===== config.mk =====
export PLATFORM = sky130hd
export DESIGN_NAME = pellet_eater
export DESIGN_NICKNAME = d
export VERILOG_FILES = /design/src/rtl/pacman_pkg.sv /design/src/rtl/board_addr_calc.sv /design/src/rtl/pellet_eater.sv
export SDC_FILE = /design/constraint.sdc
export NUM_CORES = 1
export LEC_CHECK = 0
export BUFFER_PORTS_ARGS = -buffer_cell sky130_fd_sc_hd__buf_2
export CAP_MARGIN = 30
export CORE_AREA = 4 4 107 109
export DETAILED_ROUTE_END_ITERATION = 10
export DIE_AREA = 0 0 111 113
export GPL_TIMING_DRIVEN = 0
export PLACE_DENSITY_LB_ADDON = 0.2
export SLEW_MARGIN = 20
export SYNTH_ARGS = -nofsm -noshare
export SYNTH_HDL_FRONTEND = slang
export SYNTH_SLANG_ARGS = --single-unit

===== constraint.sdc =====
create_clock -name Clk -period 5.15 [get_ports Clk]
set_input_delay 1.03 -clock Clk [delete_from_list [all_inputs] [get_ports Clk]]
set_output_delay 1.03 -clock Clk [all_outputs]
set_load 0.01 [all_outputs]

===== src/rtl/pacman_pkg.sv =====
// Shared constants, tile codes and FSM state encoding for the pellet-eating datapath.
package pacman_pkg;

    localparam int unsigned BOARD_W       = 28;
    localparam int unsigned BOARD_H       = 31;
    localparam int unsigned BOARD_CELLS   = 868;
    localparam int unsigned PELLET_TOTAL  = 244;
    localparam int unsigned PELLET_POINTS = 10;
    localparam int unsigned POWER_POINTS  = 50;

    localparam int unsigned ADDR_W    = 10;
    localparam int unsigned TILE_W    = 4;
    localparam int unsigned XY_W      = 5;
    localparam int unsigned XY_CMP_W  = XY_W + 1;
    localparam int unsigned SCORE_W   = 16;
    localparam int unsigned PELLETS_W = 8;

    localparam logic [TILE_W-1:0] TILE_EMPTY  = 4'h0;
    localparam logic [TILE_W-1:0] TILE_PELLET = 4'h1;
    localparam logic [TILE_W-1:0] TILE_POWER  = 4'h2;

    typedef enum logic [2:0] {
        ST_IDLE  = 3'd0,
        ST_READ  = 3'd1,
        ST_CHECK = 3'd2,
        ST_WRITE = 3'd3,
        ST_DONE  = 3'd4
    } state_t;

endpackage


===== src/rtl/board_addr_calc.sv =====
// Tile coordinate to linear board address (y*BOARD_W + x) plus on-board range check.
module board_addr_calc
    import pacman_pkg::*;
#(
    parameter int unsigned BOARD_W = pacman_pkg::BOARD_W,
    parameter int unsigned BOARD_H = pacman_pkg::BOARD_H
) (
    input  logic [XY_W-1:0]   tile_x_i,
    input  logic [XY_W-1:0]   tile_y_i,
    output logic [ADDR_W-1:0] addr_c,
    output logic              in_range_c
);

    logic [ADDR_W-1:0] x_ext;
    logic [ADDR_W-1:0] y_ext;

    assign x_ext = ADDR_W'(tile_x_i);
    assign y_ext = ADDR_W'(tile_y_i);

    // 28-wide board: y*32 - y*4 keeps the row offset to one subtractor.
    if (BOARD_W == 28) begin : g_shift
        assign addr_c = (y_ext << 5) - (y_ext << 2) + x_ext;
    end else begin : g_generic
        assign addr_c = (y_ext * ADDR_W'(BOARD_W)) + x_ext;
    end

    assign in_range_c = ({1'b0, tile_x_i} < XY_CMP_W'(BOARD_W)) &&
                        ({1'b0, tile_y_i} < XY_CMP_W'(BOARD_H));

endmodule


===== src/rtl/pellet_eater.sv =====
// Checks Pac-Man's tile on the board RAM, clears eaten pellets, and keeps score / pellet count.
module pellet_eater
    import pacman_pkg::*;
#(
    parameter int unsigned BOARD_W      = pacman_pkg::BOARD_W,
    parameter int unsigned BOARD_H      = pacman_pkg::BOARD_H,
    parameter int unsigned PELLET_TOTAL = pacman_pkg::PELLET_TOTAL
) (
    input  logic                 Clk,
    input  logic                 Reset_n,
    input  logic                 req,
    input  logic [XY_W-1:0]      tile_x,
    input  logic [XY_W-1:0]      tile_y,
    output logic                 ack,
    output logic [ADDR_W-1:0]    board_read_address,
    input  logic [TILE_W-1:0]    board_data_out,
    output logic [ADDR_W-1:0]    board_write_address,
    output logic [TILE_W-1:0]    board_data_in,
    output logic                 board_we,
    input  logic                 level_restart,
    output logic [SCORE_W-1:0]   score,
    output logic [PELLETS_W-1:0] pellets_left,
    output logic                 eat_pulse,
    output logic                 power_pulse,
    output logic                 level_clear
);

    localparam logic [PELLETS_W-1:0] PELLETS_INIT = PELLETS_W'(PELLET_TOTAL);

    state_t               state_q, state_d;
    logic [ADDR_W-1:0]    addr_c;
    logic                 in_range_c;
    logic                 is_edible_c;

    logic [ADDR_W-1:0]    addr_q, addr_d;
    logic                 power_q, power_d;
    logic [SCORE_W-1:0]   score_q, score_d;
    logic [SCORE_W:0]     score_sum_c;
    logic [PELLETS_W-1:0] pellets_q, pellets_d;
    logic                 clear_q, clear_d;
    logic                 ack_q, ack_d;
    logic                 we_q, we_d;
    logic [ADDR_W-1:0]    rd_addr_q, rd_addr_d;
    logic [ADDR_W-1:0]    wr_addr_q, wr_addr_d;
    logic [TILE_W-1:0]    din_q, din_d;
    logic                 eat_q, eat_d;
    logic                 pwr_q, pwr_d;

    board_addr_calc #(
        .BOARD_W (BOARD_W),
        .BOARD_H (BOARD_H)
    ) u_addr (
        .tile_x_i   (tile_x),
        .tile_y_i   (tile_y),
        .addr_c     (addr_c),
        .in_range_c (in_range_c)
    );

    assign is_edible_c = (board_data_out == TILE_PELLET) || (board_data_out == TILE_POWER);

    always_ff @(posedge Clk or negedge Reset_n) begin
        if (!Reset_n) state_q <= ST_IDLE;
        else          state_q <= state_d;
    end

    always_comb begin
        state_d = state_q;
        if (level_restart) begin
            state_d = ST_IDLE;
        end else begin
            unique case (state_q)
                ST_IDLE:  if (req) state_d = in_range_c ? ST_READ : ST_DONE;
                ST_READ:  state_d = ST_CHECK;
                ST_CHECK: state_d = is_edible_c ? ST_WRITE : ST_DONE;
                ST_WRITE: state_d = ST_DONE;
                ST_DONE:  state_d = ST_IDLE;
                default:  state_d = ST_IDLE;
            endcase
        end
    end

    // Outputs are registered off the next state so they line up with the state they belong to.
    always_comb begin
        addr_d      = addr_q;
        power_d     = power_q;
        score_d     = score_q;
        pellets_d   = pellets_q;
        clear_d     = clear_q;
        rd_addr_d   = rd_addr_q;
        wr_addr_d   = wr_addr_q;
        din_d       = TILE_EMPTY;
        ack_d       = (state_d == ST_DONE);
        we_d        = (state_d == ST_WRITE);
        eat_d       = (state_d == ST_WRITE);
        pwr_d       = 1'b0;
        score_sum_c = {1'b0, score_q} +
                      (SCORE_W+1)'(power_q ? POWER_POINTS : PELLET_POINTS);

        if (state_q == ST_IDLE && req) addr_d = addr_c;
        if (state_d == ST_READ) rd_addr_d = addr_c;
        if (state_d == ST_WRITE) begin
            wr_addr_d = addr_q;
            power_d   = (board_data_out == TILE_POWER);
            pwr_d     = (board_data_out == TILE_POWER);
        end

        // Restart overrides the commit of a write that is in flight.
        if (level_restart) begin
            pellets_d = PELLETS_INIT;
            clear_d   = 1'b0;
        end else if (state_q == ST_WRITE) begin
            score_d = score_sum_c[SCORE_W] ? {SCORE_W{1'b1}} : score_sum_c[SCORE_W-1:0];
            if (pellets_q != '0) pellets_d = pellets_q - PELLETS_W'(1);
            if (pellets_q == PELLETS_W'(1)) clear_d = 1'b1;
        end
    end

    always_ff @(posedge Clk or negedge Reset_n) begin
        if (!Reset_n) begin
            addr_q    <= '0;
            power_q   <= 1'b0;
            score_q   <= '0;
            pellets_q <= PELLETS_INIT;
            clear_q   <= 1'b0;
            ack_q     <= 1'b0;
            we_q      <= 1'b0;
            rd_addr_q <= '0;
            wr_addr_q <= '0;
            din_q     <= TILE_EMPTY;
            eat_q     <= 1'b0;
            pwr_q     <= 1'b0;
        end else begin
            addr_q    <= addr_d;
            power_q   <= power_d;
            score_q   <= score_d;
            pellets_q <= pellets_d;
            clear_q   <= clear_d;
            ack_q     <= ack_d;
            we_q      <= we_d;
            rd_addr_q <= rd_addr_d;
            wr_addr_q <= wr_addr_d;
            din_q     <= din_d;
            eat_q     <= eat_d;
            pwr_q     <= pwr_d;
        end
    end

    assign ack                 = ack_q;
    assign board_we            = we_q;
    assign board_read_address  = rd_addr_q;
    assign board_write_address = wr_addr_q;
    assign board_data_in       = din_q;
    assign score               = score_q;
    assign pellets_left        = pellets_q;
    assign eat_pulse           = eat_q;
    assign power_pulse         = pwr_q;
    assign level_clear         = clear_q;

endmodule


==> flow_summary.json, run 1 <==
{
  "postCtsSetupRepairBufs": 0,
  "final_max_slew_viol_count": 0,
  "pin_count": 71,
  "ys_ff_latch": 62,
  "ir_drop_uv": 129,
  "run_status": "finished clean",
  "smallest_hold_slack_ns": 0.468,
  "synthArstFlopShare": 1.00,
  "clock_tree.root_cell": "sky130_fd_sc_hd__clkbuf_8",
  "rsz0062_at_grt": "false",
  "critical_path.max_stage_delay_ns": 0.60,
  "dieHeight_um": 113,
  "floorplan.core_area_mm2": 0.0106,
  "tightestPinTransition_ns": 0.946,
  "cp.arrival_ns": 2.94,
  "finalHoldViolCount": 0,
  "cp_slowest_cell": "sky130_fd_sc_hd__or4_1",
  "path_max_fanout": 10,
  "worst-setup-path-type": "in2reg",
  "setup_tns_ns": 0,
  "postRouteAntennaNets": 0,
  "later_pin_clock_latency_in_the_skew_report_ns": 0.33,
  "finalNetCount": 407,
  "pin_count_of_the_biggest_net_entering_global_routing": 51,
  "detail_route.wirelength_mm": 7.14,
  "drt_first_iter_violations": 112,
  "cts-htree-levels": 3,
  "grt_pass1_wl_mm": 11.8,
  "ys_types": 49,
  "synth_area_mm2": 0.00309,
  "dpl.hpwl_mm": 5.38,
  "maxClockFrequency_mhz": 368,
  "yosys_warnings": 0,
  "post_drt_via_cell_ratio": 4.56,
  "synth_seq_area_share": 0.504,
  "crit_path_start_kind": "primary input",
  "floorplan.rows": 38,
  "post_route_cells_drive_above_1_share": 0.300,
  "syn-instance-count": 297,
  "clock_tree_from_tritoncts": "built",
  "die_x_um": 111,
  "dp_slack_ns": 2.07,
  "globalRoute.totalOverflow": 0,
  "sum_of_internal_switching_and_leakage_power_mw": 1.37,
  "post_synth.cell_area_avg_um2": 10.4,
  "maxSlewHeadroom": 0.361,
  "cts_buffers": 9,
  "leakage_nw": 1.91,
  "areaGrowthSynthToFinish_pct": 25.1,
  "grt_antenna_before_repair": 0,
  "worstHoldPathType": "reg2reg",
  "timing.clock.skew_ns": 0.00813,
  "util_after_layout": 0.365,
  "worst_path_required_ns": 5.37,
  "synth_flop_cell": "sky130_fd_sc_hd__dfrtp_1",
  "worst_setup_end_kind": "flop",
  "grt_util_all_layers": 0.116,
  "place.port_buffers": 66,
  "insertedDiodeCount": 0,
  "gpl.final_weighted_congestion": 0.798,
  "number_of_global_route_vias_before_repair": 2362,
  "path_cells": "buf_2 -> or4_1 -> o22a_1 -> or4b_1 -> buf_6 -> mux2_4",
  "post_drt_wl_per_cell_um": 13.6,
  "final.period_utilization": 0.528,
  "start_util": 0.291,
  "finalCriticalPeriod_ns": 2.72,
  "power.density_cell_area_mw_per_mm2": 354,
  "cts_hold_buf": 0,
  "drc": 0,
  "via_count": 2386,
  "die_area_mm2": 0.0125,
  "detailedRoute.firstPassIterationCount": 5,
  "timing.max_cap.violations": 0,
  "setup_ws_ns": 2.43,
  "synth_top_cell_by_area": "sky130_fd_sc_hd__dfrtp_1",
  "worst_setup_hold_path_clk_slew_ns": 0.07,
  "netlist_top_cells_area": "sky130_fd_sc_hd__dfrtp_1, sky130_fd_sc_hd__ha_1, sky130_fd_sc_hd__dfstp_2",
  "cts_sinks": 62,
  "synth.top_cell.area_share": 0.462,
  "cts_max_path_buffers": 2,
  "cts_repair_resize_count": 0,
  "synth_edf_count": 0,
  "setup_viol": 0
}
==> worst paths after layout <==
path | depth (start not counted) | from | slack, ns | endpoint
setup / recovery | 6 | board_data_out[3] | 2.43 | board_read_address[4]$_DFFE_PN0N_
hold / removal | 1 | score[0]$_DFFE_PN0P_ | 0.47 | score[0]$_DFFE_PN0P_
setup reg to reg | 6 | state_q[0]$_DFF_PN0_ | 2.66 | board_read_address[4]$_DFFE_PN0N_
hold reg to reg | 1 | score[0]$_DFFE_PN0P_ | 0.47 | score[0]$_DFFE_PN0P_
max in group asynchronous | 2 | Reset_n | 4.04 | pellets_left[2]$_DFFE_PN1P_
min in group asynchronous | 1 | Reset_n | 0.54 | score[1]$_DFFE_PN0P_
==> where the power goes <==
part | switching, mW | total, mW | leakage (nW) | internal [mW]
clock network | 0.192 | 0.476 | 0.108 | 0.284
logic | 0.150 | 0.285 | 1.01 | 0.135
registers | 0.0475 | 0.609 | 0.795 | 0.561
total | 0.389 | 1.37 | 1.91 | 0.980
==> layout make-up <==
cell class / instances / area [um^2]
Tap cell: 140 / 175
Inverter: 20 / 75.1
Clock buffer: 10 / 138
Buffer: 14 / 87.6
Timing Repair Buffer: 67 / 360
Multi-Input combinational cell: 204 / 1390
Fill cell: 1088 / 6740
Clock inverter: 6 / 85.1
Sequential cell: 62 / 1560
==> worst max-delay path: cells and delay by family <==
| kind | cells | cell delay (ns) |
|---|---|---|
| buffers and inverters | 2 | 0.31 |
| AND/OR/NAND/NOR | 2 | 1.09 |
| AO/OA/AOI/OAI | 1 | 0.22 |
| multiplexers | 1 | 0.30 |
==> kinds of logic (layout without fill, tap and decap cells) <==
| family | Yosys count | count (layout) | synth area share |
|---|---|---|---|
| simple gates | 103 | 103 | 0.167 |
| xor+xnor | 12 | 12 | 0.0340 |
| fa+ha+maj | 11 | 11 | 0.0445 |
| compound gates | 50 | 50 | 0.105 |
| flops | 62 | 62 | 0.504 |
| buf+inv | 34 | 117 | 0.0526 |
| mux | 24 | 24 | 0.0915 |
| other cells | 1 | 4 | 0.00121 |
==> flip-flops by register name, summed over array words and instances, names as in the netlist <==
name,flops
board_write_address,10
power_pulse,1
ack,1
level_clear,1
score,16
eat_pulse,1
addr_q,10
state_q,3
pellets_left,8
power_q,1
board_read_address,10
==> per-layer routing <==
metal / wire length (um) / global-route usage / part of all wire / vias to the layer above
met2: 3300 / 0.185 / 0.46 / 50
met1: 3360 / 0.148 / 0.47 / 1123
met4: 139 / 0.0517 / 0.019 / 0
met5: 0 / 0 / 0 / -
met3: 339 / 0.0321 / 0.048 / 11
li1: - / - / - / 1202
==> synthesized netlist by cell type, types with 3 or more instances <==
cell	count
sky130_fd_sc_hd__nor2_1	21
sky130_fd_sc_hd__inv_1	20
sky130_fd_sc_hd__mux2i_1	5
sky130_fd_sc_hd__o21a_1	3
sky130_fd_sc_hd__nand2_1	33
sky130_fd_sc_hd__buf_4	5
sky130_fd_sc_hd__nand2b_1	9
sky130_fd_sc_hd__a21oi_1	10
sky130_fd_sc_hd__dfstp_2	5
sky130_fd_sc_hd__clkbuf_1	5
sky130_fd_sc_hd__a31oi_1	11
sky130_fd_sc_hd__nor3_1	10
sky130_fd_sc_hd__o21ai_0	11
sky130_fd_sc_hd__nand3_1	10
sky130_fd_sc_hd__dfrtp_1	57
sky130_fd_sc_hd__nor4_1	3
sky130_fd_sc_hd__mux2_2	11
sky130_fd_sc_hd__mux2_1	3
sky130_fd_sc_hd__a41oi_1	3
sky130_fd_sc_hd__mux2_4	5
sky130_fd_sc_hd__xor2_1	6
sky130_fd_sc_hd__ha_1	11
sky130_fd_sc_hd__xnor2_1	6
==> per-stage QoR <==
stage / instances / cell area [um^2]
finish: 523 / 3870
floorplan: 300 / 3100
detailed placement: 507 / 3640
global route: 523 / 3870
CTS: 523 / 3870
global placement: 506 / 3610
==> layout by cell type, fill, tap and decap left out, drive strengths merged, types with 2 or more instances in the layout <==
| master | n |
|---|---|
| a21o | 2 |
| dfrtp | 57 |
| xnor2 | 6 |
| nand3 | 10 |
| or3 | 2 |
| a41oi | 3 |
| nand2 | 33 |
| mux2i | 5 |
| ha | 11 |
| nand3b | 2 |
| clkinv | 2 |
| or4 | 2 |
| a22oi | 2 |
| o21a | 3 |
| nor4 | 3 |
| conb | 4 |
| buf | 76 |
| bufinv | 2 |
| nor2 | 21 |
| or4b | 2 |
| dfstp | 5 |
| nor3 | 10 |
| a21oi | 10 |
| nand2b | 9 |
| a31oi | 11 |
| inv | 20 |
| clkinvlp | 2 |
| clkbuf | 15 |
| mux2 | 19 |
| nand4b | 2 |
| xor2 | 6 |
| o21ai | 11 |
No activity file was read; power rests on OpenSTA's default activity.
==> run 2: changes to the inputs <==
- clock period: 5.15 -> 2.2 ns (I/O delays scaled with it)
==> run 2 against run 1 <==
  * The flow now finishes with violations (negative setup slack)
  * Cell count increased by 1.5%
  * First-iteration DRC count decreased by 27%
  * Non-clock buffer count increased by 8
  * Combinational power increased by 150%
  * Sequential power increased by 130%
  * Worst setup slack got worse by 2.5 ns
  * Cell area increased by 3.9%
  * Sequential share of layout area decreased by 1.5 points
  * Clock skew decreased by 0.0035 ns
  * Register-to-register slack got worse by 2.8 ns
  * Worst hold slack got worse by 0.17 ns
  * Critical path type is now reg2reg
  * Largest cell class unchanged
==> flow_summary.json, run 2 (synthesis results as in run 1) <==
{
  "timing.clock.skew_ns": 0.00465,
  "place.port_buffers": 66,
  "globalRoute.totalOverflow": 0,
  "maxClockFrequency_mhz": 432,
  "gr-max-usage-layer": "met2",
  "final.period_utilization": 1.05,
  "via_count": 2418,
  "crit_path_start_kind": "flop",
  "ir_drop_uv": 252,
  "worst_path_required_ns": 2.41,
  "die_area_mm2": 0.0125,
  "cp.arrival_ns": 2.53,
  "util_after_layout": 0.379,
  "post_route_cells_drive_above_1_share": 0.332,
  "grtUsageMet3": 0.0358,
  "clock_tree_from_tritoncts": "built",
  "setup_ws_ns": -0.117,
  "worst_setup_end_kind": "flop",
  "reg2reg_slack_ns": -0.12,
  "most_frequent_cells_in_the_layout": "sky130_fd_sc_hd__buf_2, sky130_fd_sc_hd__dfrtp_1, sky130_fd_sc_hd__nand2_1, sky130_fd_sc_hd__nor2_1, sky130_fd_sc_hd__inv_1",
  "finalCriticalPeriod_ns": 2.32,
  "leakage_nw": 1.99,
  "finalNetCount": 415,
  "clock_tree.root_cell": "sky130_fd_sc_hd__clkbuf_8",
  "detail_route.wirelength_mm": 7.19,
  "gpl.final_weighted_congestion": 0.822,
  "power.density_cell_area_mw_per_mm2": 819,
  "setup_viol": 9,
  "critical_path.max_stage_delay_ns": 0.55,
  "final_max_slew_viol_count": 0,
  "worstHoldPathType": "in2reg",
  "start_util": 0.291,
  "cts-htree-levels": 3,
  "areaGrowthSynthToFinish_pct": 30.0,
  "floorplan.rows": 38,
  "critical_path.reg2reg.endpoint": "board_read_address[0]$_DFFE_PN0N_",
  "pin_count": 71,
  "number_of_global_route_vias_before_repair": 2438,
  "dieHeight_um": 113,
  "maxSlewHeadroom": 0.561,
  "min_to": "power_pulse$_DFF_PN0_",
  "later_pin_clock_latency_in_the_skew_report_ns": 0.33,
  "rsz0062_at_grt": "true",
  "mostFrequentLayoutCell": "sky130_fd_sc_hd__buf_2",
  "tightestPinTransition_ns": 0.649,
  "die_x_um": 111,
  "grt_pass1_wl_mm": 12.1,
  "use_met2": 0.197,
  "smallest_hold_slack_ns": 0.298,
  "run_status": "finished, violations left",
  "cts_buffers": 9,
  "insertedDiodeCount": 0,
  "floorplan.core_area_mm2": 0.0106,
  "path_max_fanout": 7,
  "max_reg_flops": 16,
  "failed_checks": "negative setup slack",
  "grt_antenna_before_repair": 0,
  "r2r.worst_path.cells": 5,
  "worst-setup-path-type": "reg2reg",
  "holdCritStartpoint": "board_data_out[2]",
  "cp_slowest_cell": "sky130_fd_sc_hd__or4b_4",
  "cts_sinks": 62,
  "path_cells": "or4b_4 -> o22a_1 -> or4b_4 -> buf_12 -> mux2_4",
  "grt_util_all_layers": 0.119,
  "post_drt_via_cell_ratio": 4.55,
  "cts_max_path_buffers": 2,
  "detailedRoute.firstPassIterationCount": 4,
  "worst_setup_hold_path_clk_slew_ns": 0.07,
  "drt_first_iter_violations": 82,
  "postRouteAntennaNets": 0,
  "gr-usage-met1": 0.148,
  "critical-path-top-cell-by-count": "sky130_fd_sc_hd__or4b_4",
  "finalHoldViolCount": 0,
  "dpl.hpwl_mm": 5.33,
  "r2r_start": "state_q[0]$_DFF_PN0_",
  "timing.max_cap.violations": 0,
  "worstHoldPathCells": 2,
  "drc": 0,
  "post_drt_wl_per_cell_um": 13.5,
  "pin_count_of_the_biggest_net_entering_global_routing": 51
}
run 2: area by class of cell:
cell class	instances	area, um^2
well taps	140	175
flip-flops and latches	62	1560
repair buffers	77	447
plain buffers	12	81.3
fillers	1070	6580
inverters	20	75.1
clock inverters	3	65.1
clock buffers	13	169
multi-input cells	204	1450
run 2: metrics by stage:
stage	worst slack, ns	std cells	setup TNS, ns	cell area [um^2]	total power, mW
3_3_place_gp	-0.279	506	-4.22	3610	2.10
4_1_cts	-0.200	531	-1.65	3990	3.33
3_5_place_dp	-0.295	508	-4.62	3640	2.12
6_report	-0.117	531	-0.847	4020	3.29
5_1_grt	-0.165	531	-1.32	4020	3.50
2_1_floorplan	-0.173	300	-0.865	3100	1.84
run 2: worst max-delay path by stage:
| stage | cells after the start | slack, ns | startpoint | end |
|---|---|---|---|---|
| after floorplan | 7 | -0.17 | state_q[1]$_DFF_PN0_ | board_read_address[0]$_DFFE_PN0N_ |
| after global placement | 7 | -0.28 | state_q[1]$_DFF_PN0_ | board_read_address[3]$_DFFE_PN0N_ |
| after detailed placement | 7 | -0.30 | state_q[1]$_DFF_PN0_ | board_read_address[5]$_DFFE_PN0N_ |
| after CTS | 7 | -0.20 | state_q[1]$_DFF_PN0_ | board_read_address[0]$_DFFE_PN0N_ |
| after global routing | 5 | -0.16 | state_q[0]$_DFF_PN0_ | board_read_address[0]$_DFFE_PN0N_ |
| final | 5 | -0.12 | state_q[0]$_DFF_PN0_ | board_read_address[0]$_DFFE_PN0N_ |
run 2: where the power goes:
part           total [mW]  switching (mW)  internal, mW
combinational       0.708           0.364         0.344
clock                1.16           0.428         0.730
sequential           1.42           0.110          1.31
run 2: critical path: cells and delay by family, from the launching register on:
family,cells,cell delay [ns]
and+or+nand+nor,2,1.09
DFF,1,0.42
muxes,1,0.29
AOI/OAI and AO/OA,1,0.23
buffers and inverters,1,0.17
run 2: repair_timing:
action / in CTS / in global routing
buffers inserted: 6 / 2
gates resized for setup: 11 / 8
setup endpoints to repair: 21 / 19
hold buffers: 1 / 0
hold endpoints to repair: 12 / 0
pin swaps: 0 / 3
run 2: metal layers:
metal  part of all wire  wire length, um  up-vias
met5                  0                0        -
met4              0.015              109        0
met3              0.048              343        8
met2               0.49             3510       45
met1               0.45             3230     1144
li1                   -                -     1221
==> run 3: changes to the inputs <==
==> constraint.sdc (replaced) <==
create_clock -name Clk -period 2.2 [get_ports Clk]
set_input_delay 0.11 -clock Clk [delete_from_list [all_inputs] [get_ports Clk]]
set_output_delay 0.11 -clock Clk [all_outputs]
set_load 0.01 [all_outputs]
==> run 3 against run 2 <==
  * The run still ends with negative setup slack left
  * Die area stayed put
  * Clock power hardly changed
  * Sequential cell count stayed put
  * Cell count is 0.56% higher
  * Clock skew hardly changed
  * Combinational power is 0.7% higher
  * Core utilization is 0.28 points higher
  * Critical path depth stayed put
  * Non-clock buffer count is 3 higher
  * Worst hold slack worse by 0.29 ns
  * Maximum frequency is 0.12% higher
  * Critical endpoint unchanged
==> flow_summary.json, run 3 (synthesis results as in run 1) <==
{
  "areaGrowthSynthToFinish_pct": 31.0,
  "finalHoldViolCount": 0,
  "setup_viol": 9,
  "place.port_buffers": 66,
  "max_reg_flops": 16,
  "start_util": 0.291,
  "grt_antenna_before_repair": 0,
  "later_pin_clock_latency_in_the_skew_report_ns": 0.33,
  "drc": 0,
  "detail_route.wirelength_mm": 7.23,
  "run_status": "finished, violations left",
  "setup_tns_ns": -0.834,
  "floorplan.rows": 38,
  "cp.arrival_ns": 2.53,
  "rsz0062_at_grt": "true",
  "dpl.hpwl_mm": 5.33,
  "smallest_hold_slack_ns": 0.00636,
  "globalRoute.totalOverflow": 0,
  "setup_ws_ns": -0.115,
  "seqCellArea_mm2": 0.00156,
  "fillerInstances": 1069,
  "drt_first_iter_violations": 78,
  "clock_tree_from_tritoncts": "built",
  "clock_tree.root_cell": "sky130_fd_sc_hd__clkbuf_8",
  "cts-htree-levels": 3,
  "crit_path_start_kind": "flop",
  "floorplan.core_area_mm2": 0.0106,
  "path_max_fanout": 7,
  "finalCriticalPeriod_ns": 2.31,
  "leakage_nw": 2.00,
  "final.period_utilization": 1.05,
  "via_count": 2444,
  "post_drt_via_cell_ratio": 4.58,
  "cts_sinks": 62,
  "failed_checks": "negative setup slack",
  "worst-setup-path-type": "reg2reg",
  "worstHoldPathType": "in2reg",
  "ir_drop_uv": 253,
  "final_max_slew_viol_count": 0,
  "dieHeight_um": 113,
  "worst_setup_end_kind": "flop",
  "detailedRoute.firstPassIterationCount": 4,
  "grt_util_all_layers": 0.120,
  "multi_input_area_mm2": 0.00145,
  "number_of_global_route_vias_before_repair": 2465,
  "power.density_cell_area_mw_per_mm2": 814,
  "pin_count_of_the_biggest_net_entering_global_routing": 51,
  "post_route_cells_drive_above_1_share": 0.330,
  "postRouteAntennaNets": 0,
  "reg2reg_slack_ns": -0.11,
  "gpl.final_weighted_congestion": 0.822,
  "die_x_um": 111,
  "worst_setup_hold_path_clk_slew_ns": 0.07,
  "worst_path_required_ns": 2.41,
  "tightestPinTransition_ns": 0.663,
  "most_frequent_cells_in_the_layout": "sky130_fd_sc_hd__buf_2, sky130_fd_sc_hd__dfrtp_1, sky130_fd_sc_hd__nand2_1, sky130_fd_sc_hd__nor2_1, sky130_fd_sc_hd__inv_1",
  "finalNetCount": 418,
  "insertedDiodeCount": 0,
  "die_area_mm2": 0.0125,
  "timing.max_cap.violations": 0,
  "pin_count": 71,
  "cts_buffers": 9,
  "grt_pass1_wl_mm": 12.2,
  "maxSlewHeadroom": 0.551,
  "cts_max_path_buffers": 2,
  "maxClockFrequency_mhz": 432,
  "util_after_layout": 0.382,
  "post_drt_wl_per_cell_um": 13.5,
  "timing.clock.skew_ns": 0.00510,
  "mostFrequentLayoutCell": "sky130_fd_sc_hd__buf_2"
}
run 3: cell count changes in the layout (fill, tap and decap cells not counted):
cell,change
sky130_fd_sc_hd__dlygate4sd3_1,+3
run 3: metrics by stage:
stage / std cells / setup WS (ns) / instance area, um^2 / power (mW)
final: 534 / -0.115 / 4050 / 3.30
after global routing: 534 / -0.165 / 4050 / 3.51
after CTS: 534 / -0.200 / 4020 / 3.33
after detailed placement: 508 / -0.295 / 3640 / 2.12
after global placement: 506 / -0.279 / 3610 / 2.10
after floorplan: 300 / -0.173 / 3100 / 1.84
run 3: what timing repair did:
item                                    4_1_cts  5_1_grt
gates cloned                                  0        0
hold endpoints to repair                     59        0
hold buffers                                  4        0
resized for setup                            11        8
pin swaps                                     0        3
setup buffers                                 6        2
endpoints found under the setup margin       21       19
run 3: layout make-up:
class | count | area share
inverters | 20 | 0.0185
clock inverters | 3 | 0.0161
plain buffers | 12 | 0.0201
well taps | 140 | 0.0433
flip-flops and latches | 62 | 0.385
repair buffers | 80 | 0.118
multi-input cells | 204 | 0.358
clock buffers | 13 | 0.0417
run 3: critical path, stage by stage, from the launching register on:
cell                      delay [ns]
sky130_fd_sc_hd__dfrtp_2        0.42
sky130_fd_sc_hd__or4b_4         0.54
sky130_fd_sc_hd__o22a_1         0.23
sky130_fd_sc_hd__or4b_4         0.55
sky130_fd_sc_hd__buf_12         0.17
sky130_fd_sc_hd__mux2_4         0.29
run 3: path summary, 6_finish.rpt:
| path | from | end | depth (start not counted) |
|---|---|---|---|
| max | state_q[0]$_DFF_PN0_ | board_read_address[0]$_DFFE_PN0N_ | 5 |
| min | tile_x[1] | addr_q[1]$_DFFE_PN0P_ | 3 |
| max reg2reg | state_q[0]$_DFF_PN0_ | board_read_address[0]$_DFFE_PN0N_ | 5 |
| min reg2reg | addr_q[1]$_DFFE_PN0P_ | addr_q[1]$_DFFE_PN0P_ | 2 |
| max in group asynchronous | Reset_n | pellets_left[2]$_DFFE_PN1P_ | 3 |
| min in group asynchronous | Reset_n | score[3]$_DFFE_PN0P_ | 2 |
run 3: power by group:
part,internal (mW),switching (mW)
sequential,1.31,0.109
combinational,0.348,0.365
clock,0.730,0.429
total,2.39,0.904
run 3: layer usage:
metal	up-vias	GRT usage	wire [um]
met5	-	0	0
met4	0	0.0452	114
met3	11	0.0374	387
met2	56	0.199	3510
met1	1151	0.148	3220
li1	1226	-	-
